[config.mk]
export PLATFORM = sky130hd
export DESIGN_NAME = hbridge_deadtime
export DESIGN_NICKNAME = d
export VERILOG_FILES = /design/src/rtl/hbridge_pkg.sv /design/src/rtl/hbridge_dt_chan.sv /design/src/rtl/hbridge_deadtime.sv
export SDC_FILE = /design/constraint.sdc
export NUM_CORES = 1
export LEC_CHECK = 0
export CAP_MARGIN = 15
export CELL_PAD_IN_SITES_DETAIL_PLACEMENT = 0
export CELL_PAD_IN_SITES_GLOBAL_PLACEMENT = 1
export CORE_MARGIN = 1.5
export CORE_UTILIZATION = 45
export CTS_CLUSTER_DIAMETER = 80
export DETAILED_ROUTE_END_ITERATION = 10
export GPL_TIMING_DRIVEN = 0
export PLACE_DENSITY = 0.8
export SYNTH_ARGS = -nofsm -noshare
export SYNTH_HDL_FRONTEND = slang
export SYNTH_SLANG_ARGS = --single-unit
[constraint.sdc]
create_clock -name clk -period 2.6 [get_ports clk]
set_input_delay 0.39 -clock clk [delete_from_list [all_inputs] [get_ports clk]]
set_output_delay 0.39 -clock clk [all_outputs]
set_load 0.02 [all_outputs]
[src/rtl/hbridge_pkg.sv]
// Shared encodings for the H-bridge deadtime controller: signed command
// levels, switch patterns per level, channel FSM states and the pattern lookup.
package hbridge_pkg;

    // Signed 2-bit command levels. The one unused code (2'b10) is illegal on
    // the cmd input. Internally it also encodes "bridge off" in cur, because
    // its pattern is all switches open.
    localparam logic [1:0] LVL_ZERO    = 2'b00;
    localparam logic [1:0] LVL_POS     = 2'b01;
    localparam logic [1:0] LVL_NEG     = 2'b11;
    localparam logic [1:0] LVL_ILLEGAL = 2'b10;
    localparam logic [1:0] LVL_OFF     = 2'b10;

    // Gate patterns for a non-inverted bridge.
    localparam logic [3:0] PAT_POS  = 4'b0110;
    localparam logic [3:0] PAT_ZERO = 4'b0101;
    localparam logic [3:0] PAT_NEG  = 4'b1001;
    localparam logic [3:0] PAT_OFF  = 4'b0000;

    // Channel FSM state type and its encodings.
    typedef logic [1:0] chan_state_t;
    localparam chan_state_t ST_OFF    = 2'd0;
    localparam chan_state_t ST_STEADY = 2'd1;
    localparam chan_state_t ST_DEAD   = 2'd2;

    // Switch pattern for a level. inv swaps the +1 and -1 patterns.
    // The off/illegal code opens every switch.
    function automatic logic [3:0] lvl_pat(input logic [1:0] lvl, input logic inv);
        logic [3:0] p;
        case (lvl)
            LVL_POS:  p = inv ? PAT_NEG : PAT_POS;
            LVL_NEG:  p = inv ? PAT_POS : PAT_NEG;
            LVL_ZERO: p = PAT_ZERO;
            default:  p = PAT_OFF;
        endcase
        return p;
    endfunction

endpackage

[src/rtl/hbridge_dt_chan.sv]
// One H-bridge channel. It runs an OFF/STEADY/DEAD FSM that inserts a
// deadtime before each level change. During a transition only the switches
// shared by the old and the new pattern stay closed.
module hbridge_dt_chan
    import hbridge_pkg::*;
#(
    parameter int DT_W = 8,
    parameter bit INV  = 1'b0
) (
    input  logic            clk,
    input  logic            rst_n,
    input  logic            force_off,
    input  logic [DT_W-1:0] deadtime,
    input  logic [1:0]      cmd,
    output logic [3:0]      gate,
    output logic            busy,
    output logic            cmd_err
);

    chan_state_t     state_reg, state_next;
    logic [1:0]      cur_reg, cur_next;
    logic [1:0]      tgt_reg, tgt_next;
    logic [DT_W-1:0] cnt_reg, cnt_next;
    logic [DT_W-1:0] dt_lat_reg, dt_lat_next;
    logic            cmd_legal;

    assign cmd_legal = (cmd != LVL_ILLEGAL);
    assign cmd_err   = ~cmd_legal;

    // Next-state logic. A forced shutdown overrides every other transition.
    always_comb begin
        state_next  = state_reg;
        cur_next    = cur_reg;
        tgt_next    = tgt_reg;
        cnt_next    = cnt_reg;
        dt_lat_next = dt_lat_reg;
        if (force_off) begin
            state_next = ST_OFF;
            cnt_next   = '0;
        end else begin
            case (state_reg)
                ST_OFF: begin
                    // Leave OFF through a deadtime. cur=OFF keeps all switches
                    // open until the first level is reached.
                    state_next  = ST_DEAD;
                    cur_next    = LVL_OFF;
                    tgt_next    = cmd_legal ? cmd : LVL_ZERO;
                    cnt_next    = '0;
                    dt_lat_next = deadtime;
                end
                ST_STEADY: begin
                    if (cmd_legal && (cmd != cur_reg)) begin
                        state_next  = ST_DEAD;
                        tgt_next    = cmd;
                        cnt_next    = '0;
                        dt_lat_next = deadtime;
                    end
                end
                ST_DEAD: begin
                    if (cmd_legal && (cmd == cur_reg)) begin
                        // Back to the old level. No complementary switch has been
                        // closed, so no deadtime is needed.
                        state_next = ST_STEADY;
                    end else if (cmd_legal && (cmd != tgt_reg)) begin
                        // New target mid-transition: restart the deadtime.
                        tgt_next    = cmd;
                        cnt_next    = '0;
                        dt_lat_next = deadtime;
                    end else if (cnt_reg == dt_lat_reg) begin
                        state_next = ST_STEADY;
                        cur_next   = tgt_reg;
                    end else begin
                        cnt_next = cnt_reg + 1'b1;
                    end
                end
                default: state_next = ST_OFF;
            endcase
        end
    end

    // State registers. Reset forces OFF immediately, which opens all gates.
    always_ff @(posedge clk or negedge rst_n) begin
        if (!rst_n) begin
            state_reg  <= ST_OFF;
            cur_reg    <= LVL_ZERO;
            tgt_reg    <= LVL_ZERO;
            cnt_reg    <= '0;
            dt_lat_reg <= '0;
        end else begin
            state_reg  <= state_next;
            cur_reg    <= cur_next;
            tgt_reg    <= tgt_next;
            cnt_reg    <= cnt_next;
            dt_lat_reg <= dt_lat_next;
        end
    end

    // Moore gate decode, driven only from registered state.
    always_comb begin
        gate = PAT_OFF;
        case (state_reg)
            ST_STEADY: gate = lvl_pat(cur_reg, INV);
            ST_DEAD:   gate = lvl_pat(cur_reg, INV) & lvl_pat(tgt_reg, INV);
            default:   gate = PAT_OFF;
        endcase
    end

    assign busy = (state_reg == ST_DEAD);

endmodule

[src/rtl/hbridge_deadtime.sv]
// Multi-bridge deadtime controller. It holds the latched fault and the shared
// shutdown condition, and instantiates one channel per bridge.
module hbridge_deadtime
    import hbridge_pkg::*;
#(
    parameter int                  N_BRIDGE = 2,
    parameter int                  DT_W     = 8,
    parameter logic [N_BRIDGE-1:0] INV_MASK = 2'b10
) (
    input  logic                  clk,
    input  logic                  rst_n,
    input  logic                  en,
    input  logic                  fault_in,
    input  logic                  fault_clr,
    input  logic [DT_W-1:0]       deadtime,
    input  logic [2*N_BRIDGE-1:0] cmd,
    output logic [4*N_BRIDGE-1:0] gate,
    output logic [N_BRIDGE-1:0]   busy,
    output logic [N_BRIDGE-1:0]   cmd_err,
    output logic                  fault
);

    logic fault_reg;
    logic force_off;

    // Latched trip. A trip request wins over a simultaneous clear.
    always_ff @(posedge clk or negedge rst_n) begin
        if (!rst_n) begin
            fault_reg <= 1'b0;
        end else if (fault_in) begin
            fault_reg <= 1'b1;
        end else if (fault_clr) begin
            fault_reg <= 1'b0;
        end
    end

    assign fault     = fault_reg;
    assign force_off = ~en | fault_in | fault_reg;

    generate
        for (genvar gi = 0; gi < N_BRIDGE; gi++) begin : g_chan
            hbridge_dt_chan #(
                .DT_W (DT_W),
                .INV  (INV_MASK[gi])
            ) u_chan (
                .clk       (clk),
                .rst_n     (rst_n),
                .force_off (force_off),
                .deadtime  (deadtime),
                .cmd       (cmd[2*gi +: 2]),
                .gate      (gate[4*gi +: 4]),
                .busy      (busy[gi]),
                .cmd_err   (cmd_err[gi])
            );
        end
    endgenerate

endmodule

==> results of run 1 <==
-- placed cells by master (no fill, tap or decap), drive strengths merged, types with 3 or more instances in the layout --
| cell | count |
|---|---|
| o22ai | 8 |
| nand2b | 8 |
| nand2 | 21 |
| nor2b | 7 |
| a22o | 3 |
| xnor2 | 9 |
| mux2i | 5 |
| ha | 27 |
| dfrtp | 45 |
| o2bb2ai | 4 |
| o2111ai | 3 |
| nor4 | 6 |
| xor2 | 8 |
| or4b | 4 |
| nand4 | 3 |
| or2 | 3 |
| nand3 | 5 |
| o21ai | 17 |
| clkdlybuf4s50 | 22 |
| o211ai | 6 |
| buf | 16 |
| a21oi | 20 |
| clkbuf | 11 |
| inv | 29 |
| nor3b | 4 |
| mux2 | 18 |
| nor3 | 6 |
| a31oi | 4 |
| nor2 | 19 |
-- cells by family after synthesis --
group / count (synthesis)
flip-flops: 45
AND/OR/NAND/NOR: 96
multiplexers: 23
AO/OA/AOI/OAI: 88
buffers and inverters: 50
adder cells (fa/ha/maj): 27
XOR/XNOR: 17
-- how the worst max path moves through the flow --
| stage | from | to | depth (start not counted) |
|---|---|---|---|
| after global placement | rst_n | g_chan[1].u_chan.cnt_reg[1] | 1 |
| after detailed placement | g_chan[0].u_chan.state_reg[0] | gate[2] | 8 |
| final | g_chan[0].u_chan.state_reg[0] | gate[3] | 5 |
| after CTS | g_chan[0].u_chan.state_reg[0] | gate[2] | 7 |
| after global routing | g_chan[0].u_chan.state_reg[1] | gate[1] | 5 |
| after floorplan | g_chan[0].u_chan.state_reg[0] | gate[2] | 7 |
-- where the power goes --
group,switching (W),internal (W),total [W]
registers,0.0000796,0.000785,0.000864
logic,0.000205,0.000224,0.000429
clock network,0.000242,0.000280,0.000522
total,0.000527,0.00129,0.00181
-- per-stage QoR --
step           setup TNS (ns)  utilization  instance area, µm²
5_1_grt              -0.00909        0.535                3880
3_5_place_dp           -0.143        0.520                3770
4_1_cts                     0        0.533                3870
2_1_floorplan               0            -                3360
6_report                    0        0.535                3880
3_3_place_gp            -7.55        0.518                3750
-- cells in the mapped netlist, drive strengths merged (6+ instances only) --
cell type and count:
dfrtp 45, ha 27, nor4 6, clkbuf 7, nand2 21, xor2 8, a21oi 20, nor2b 7
mux2 18, o22ai 8, buf 14, o21ai 17, xnor2 9, nor2 19, inv 29, nand2b 8
nor3 6, o211ai 6
-- cell type report --
type,count,area [µm²],share of cell area
plain buffers,19,138,0.0355
multi-input cells,251,2000,0.514
clock buffers,5,68.8,0.0177
repair buffers,28,284,0.0732
inverters,29,109,0.0280
well taps,99,124,0.0319
clock inverters,2,35.0,0.00903
flip-flops and latches,45,1130,0.290
-- timing repair --
action                                  4_1_cts  5_1_grt
gates resized for setup                       5        7
pin swaps                                     0        0
endpoints found under the setup margin        7        3
-- metal layers --
layer / vias up / share of wire
li1: 1299 / -
met4: 0 / 0.011
met3: 9 / 0.021
met2: 35 / 0.50
met1: 1257 / 0.47
met5: - / 0
==> results.cfg, run 1 <==
[run_status]
run_status = completed

[pwr]
report.power.total_w = 0.00181
ir_worst_vdd_mv = 0.319
power.leakage_nw = 1.67
pwr_density_cell_nw_per_um2 = 468

[critical_path]
timing.setup.critical_path_class = reg -> out
timing.critical_path.required_ns = 2.21
critPathArrivalTime_ns = 2.06
reg2reg_to = g_chan[0].u_chan.cnt_reg[5]
worstSetupEndpointType = output pin
ff2ff_setup_slack_ns = 0.23
max_stage_delay_ns = 0.60
reg2regPathDepth = 9
critical_path.slowest_cell = sky130_fd_sc_hd__clkdlybuf4s50_1
timing.critical_path.cells = inv_1, ha_1, nand2_1, nor2_1, clkdlybuf4s50_1
timing.critical_path.max_delay_family = buffers and inverters
worstPathBufferInverterCount = 2
worst_r2r_startpoint = g_chan[0].u_chan.state_reg[1]
worstSetupStartpointType = flop
highest_fanout_seen_on_the_critical_path = 8

[route]
detail-route-antenna-nets = 0
drt_wl_cell_um = 14.9
post_drt_via_cell_ratio = 5.44
route.detailed.drc = 0
vias = 2600
drtIter0Drc = 80
drtPass1Iterations = 5
route.final.wire_length_um = 7140

[floorplan]
fp.dieArea_um2 = 7990
top_level_ports = 30
die-width_um = 89.4
start_util = 0.463
core_area_um2 = 7250
dieHeight_um = 89.4
num_rows = 31

[sta]
setup-violations-final = 0
grt_setup_unrepaired = yes
postLayoutSetupSlackWorst_ns = 0.145
worst_clock_skew_ns = 0.00783
worstMarginPinSlew_ns = 0.678
min_period_ns = 2.45
layout_worst_path_cycle_share = 0.944
max_slew_margin = 0.542
worst_hold_slack_ns = 0.0340
final-hold-violation-count = 0
drv_slew = 0
achievable-frequency_ghz = 0.407

[yosys]
synth_mux_area_frac = 0.0886
synthDominantCellAreaShare = 0.335
dominant_combinational_cell_family_by_area_after_synthesis = compound AO/OA/AOI/OAI gates
post_synth_inst_count = 346
synth-adder-area-share = 0.101
yosys.area_share.simple = 0.172
edff_count_synth = 0
synth_ff_type = sky130_fd_sc_hd__dfrtp_1
synth-compound-area-share = 0.185
synthesis.nets = 390
post_synth_num_cell_types = 66
synth_area_um2 = 3360
synth_async_sr_flop_share = 1.00
sequential_to_total_area_share_from_yosys_stat = 0.335
yosys_warnings = 0
synth_area_leaders = sky130_fd_sc_hd__dfrtp_1 (34%), sky130_fd_sc_hd__ha_1 (10%), sky130_fd_sc_hd__mux2_4 (5.4%), sky130_fd_sc_hd__inv_1 (3.2%), sky130_fd_sc_hd__a21oi_1 (2.7%)
synthXorXnorAreaFrac = 0.0443
synth.avg_cell_area_um2 = 9.71
synth_largest_area_cell = sky130_fd_sc_hd__dfrtp_1
yosys_register_bits = 45

[clock_tree]
num_cts_buffers = 5
h-tree-depth = 2
cts-root-to-sink-buffers = 2
cts_hold_buf = 0
tritoncts_num_sinks = 45
post_cts.repair.setup_buffers = 0
insertion_delay_ns = 0.30
clk_root_buffer_cell = sky130_fd_sc_hd__clkbuf_8
clkTransAtPathRegs_ns = 0.09
clock_tree_from_tritoncts = built

[grt]
grt_util_met1 = 0.267
grt_antenna_before_repair = 0
groute.usage.overall = 0.196
grt_pass1_wl_um = 12400
met3_usage = 0.0268
grt_start_max_net_pins = 29
top_usage_layer = met2
first_global_vias = 2615
grt_util_met2 = 0.335
grt_remaining_overflow = 0

[placement]
gp_routability_congestion = 0.797
post-dp-hpwl_um = 5410
io_buffer_count = 27
pre_cts_ws_ns = -0.141
cell_count_after_placement = 473

[final_layout]
drive_gt1_frac = 0.156
filler_cell_count = 704
synthToLayoutAreaGrowth_pct = 15.5
num_antenna_cells = 0
nNetsFinal = 423
finish.cell_count_without_fillers = 478

[flow_run]
drv.max_cap_violation_count = 0

[min_path]
min_path_type = in -> async
Note: power is estimated with default switching activity, not from simulation.
==> inputs of run 2 (changes only) <==
==> constraint.sdc (replaced) <==
create_clock -name clk -period 2.3 [get_ports clk]
set_input_delay 0.345 -clock clk [delete_from_list [all_inputs] [get_ports clk]]
set_output_delay 0.345 -clock clk [all_outputs]
set_load 0.02 [all_outputs]
==> run 2 against run 1 <==
  * Worst hold slack gained 0.31 ns
  * Register-to-register slack got worse by 0.13 ns
  * Cell count rose by 1.5%
  * Clock-buffer cell count stayed put
  * Sequential cell count unchanged
  * Sequential share of layout area down 0.67 points
  * Sequential power rose by 13%
  * Power rose by 14%
  * Core utilization grew 1.3 points
==> results.cfg, run 2 (synthesized netlist as in run 1, its figures left out) <==
[grt]
grt_pass1_wl_um = 12400
grt_remaining_overflow = 0
groute.usage.overall = 0.197
first_global_vias = 2637
grt_antenna_before_repair = 0
grt_start_max_net_pins = 29

[sta]
worst_clock_skew_ns = 0.00631
worstMarginPinSlew_ns = 0.670
final-hold-violation-count = 0
drv_slew = 0
min_period_ns = 2.23
achievable-frequency_ghz = 0.449
setup-violations-final = 0
worst_hold_slack_ns = 0.346
max_slew_margin = 0.548
layout_worst_path_cycle_share = 0.969
grt_setup_unrepaired = yes

[route]
route.final.wire_length_um = 7240
vias = 2646
post_drt_via_cell_ratio = 5.46
drtPass1Iterations = 4
detail-route-antenna-nets = 0
route.detailed.drc = 0
drt_wl_cell_um = 14.9
drtIter0Drc = 80

[pwr]
ir_worst_vdd_mv = 0.383
report.power.total_w = 0.00207
power.leakage_nw = 1.71
pwr_density_cell_nw_per_um2 = 521

[floorplan]
die-width_um = 89.4
start_util = 0.463
num_rows = 31
dieHeight_um = 89.4
top_level_ports = 30
core_area_um2 = 7250
fp.dieArea_um2 = 7990

[placement]
gp_routability_congestion = 0.797
io_buffer_count = 27
post-dp-hpwl_um = 5410

[clock_tree]
clkTransAtPathRegs_ns = 0.09
h-tree-depth = 2
insertion_delay_ns = 0.30
num_cts_buffers = 5
tritoncts_num_sinks = 45
clk_root_buffer_cell = sky130_fd_sc_hd__clkbuf_8
clock_tree_from_tritoncts = built
cts-root-to-sink-buffers = 2

[final_layout]
drive_gt1_frac = 0.199
layout.cells.most_common = sky130_fd_sc_hd__dfrtp_1
num_antenna_cells = 0
nNetsFinal = 430
synthToLayoutAreaGrowth_pct = 18.2
filler_cell_count = 702
final_cell_mix = sky130_fd_sc_hd__dfrtp_1 (44), sky130_fd_sc_hd__inv_1 (26), sky130_fd_sc_hd__ha_1 (24)

[critical_path]
critical_path.slowest_cell = sky130_fd_sc_hd__clkdlybuf4s50_1
timing.critical_path.cells = clkdlybuf4s50_1, buf_2, nor2b_1, buf_4, clkdlybuf4s50_1
worstSetupEndpointType = output pin
max_stage_delay_ns = 0.59
worstSetupStartpointType = input pin
timing.setup.critical_path_class = in -> out
critPathArrivalTime_ns = 1.88
timing.critical_path.required_ns = 1.96
highest_fanout_seen_on_the_critical_path = 10
cpMostUsedCell = sky130_fd_sc_hd__clkdlybuf4s50_1

[run_status]
run_status = completed

[min_path]
min_path_type = in -> reg

[flow_run]
drv.max_cap_violation_count = 0
## run 2: cell count changes in the layout (fill, tap and decap cells not counted), sizes merged
| cell | previous run | this run |
|---|---|---|
| clkdlybuf4s50 | 22 | 18 |
| dlygate4sd2 | 1 | 6 |
| buf | 16 | 21 |
| clkbuf | 11 | 13 |
| dlymetal6s2s | 2 | 0 |
| dlygate4sd3 | 0 | 1 |
## run 2: report_power, final
part	internal [W]	leakage, nW	switching [W]
logic	0.000261	1.08	0.000241
clock network	0.000316	0.0540	0.000274
registers	0.000887	0.573	0.0000884
total	0.00146	1.71	0.000604
## run 2: per-layer routing
| metal | GRT usage | vias to the layer above | wire length (µm) |
|---|---|---|---|
| met4 | 0.0406 | 0 | 85 |
| met1 | 0.267 | 1273 | 3330 |
| li1 | - | 1319 | - |
| met5 | 0 | - | 0 |
| met3 | 0.0268 | 11 | 174 |
| met2 | 0.336 | 43 | 3650 |
## run 2: worst paths after layout
| kind | from | endpoint | cells after the start | slack, ns |
|---|---|---|---|---|
| setup reg to reg | g_chan[0].u_chan.state_reg[1] | g_chan[0].u_chan.cnt_reg[5] | 9 | 0.10 |
| min in group asynchronous | rst_n | g_chan[0].u_chan.cur_reg[0] | 2 | 0.53 |
| hold / removal | cmd[1] | g_chan[0].u_chan.tgt_reg[1] | 3 | 0.35 |
| hold reg to reg | g_chan[1].u_chan.dt_lat_reg[4] | g_chan[1].u_chan.dt_lat_reg[4] | 1 | 0.54 |
| max in group asynchronous | rst_n | g_chan[1].u_chan.dt_lat_reg[1] | 3 | 1.26 |
| setup / recovery | cmd[3] | cmd_err[1] | 5 | 0.07 |
## run 2: layout make-up
type                    instances  area [µm²]  share of cell area
repair buffers                 33         310              0.0781
flip-flops and latches         45        1130               0.284
inverters                      29         109              0.0274
multi-input cells             251        2030               0.511
clock inverters                 2        35.0             0.00882
well taps                      99         124              0.0312
clock buffers                   5        68.8              0.0173
plain buffers                  21         168              0.0422
## run 2: stage by stage
stage / instance area, µm² / worst slack (ns) / util / setup TNS [ns] / std cells
floorplan: 3360 / 0.0161 / - / 0 / 346
finish: 3970 / 0.0720 / 0.548 / 0 / 485
global placement: 3750 / -0.424 / 0.518 / -22.46 / 472
global route: 3970 / -0.0611 / 0.548 / -0.151 / 485
detailed placement: 3770 / -0.396 / 0.520 / -4.33 / 473
CTS: 3910 / -0.0172 / 0.540 / -0.0172 / 481
## run 2: timing repair
action / 4_1_cts / 5_1_grt
setup endpoints to repair: 15 / 27
hold endpoints to repair: 6 / 0
pin swaps: 0 / 3
hold buffers: 1 / 0
gates resized for setup: 27 / 15
buffers inserted: 0 / 4
## run 2: critical path: cells and delay by family
family / cells / cell delay (ns)
buf+inv: 4 / 1.39
simple gates: 1 / 0.16
==> inputs of run 3 (changes only) <==
--- a/config.mk
+++ b/config.mk
@@ -5,7 +5,6 @@
 export SDC_FILE = /design/constraint.sdc
 export NUM_CORES = 1
 export LEC_CHECK = 0
-export CAP_MARGIN = 15
 export CELL_PAD_IN_SITES_DETAIL_PLACEMENT = 0
 export CELL_PAD_IN_SITES_GLOBAL_PLACEMENT = 1
 export CORE_MARGIN = 1.5
==> results of run 3 <==
Final layout, timing and power as in run 2 (identical DEF).
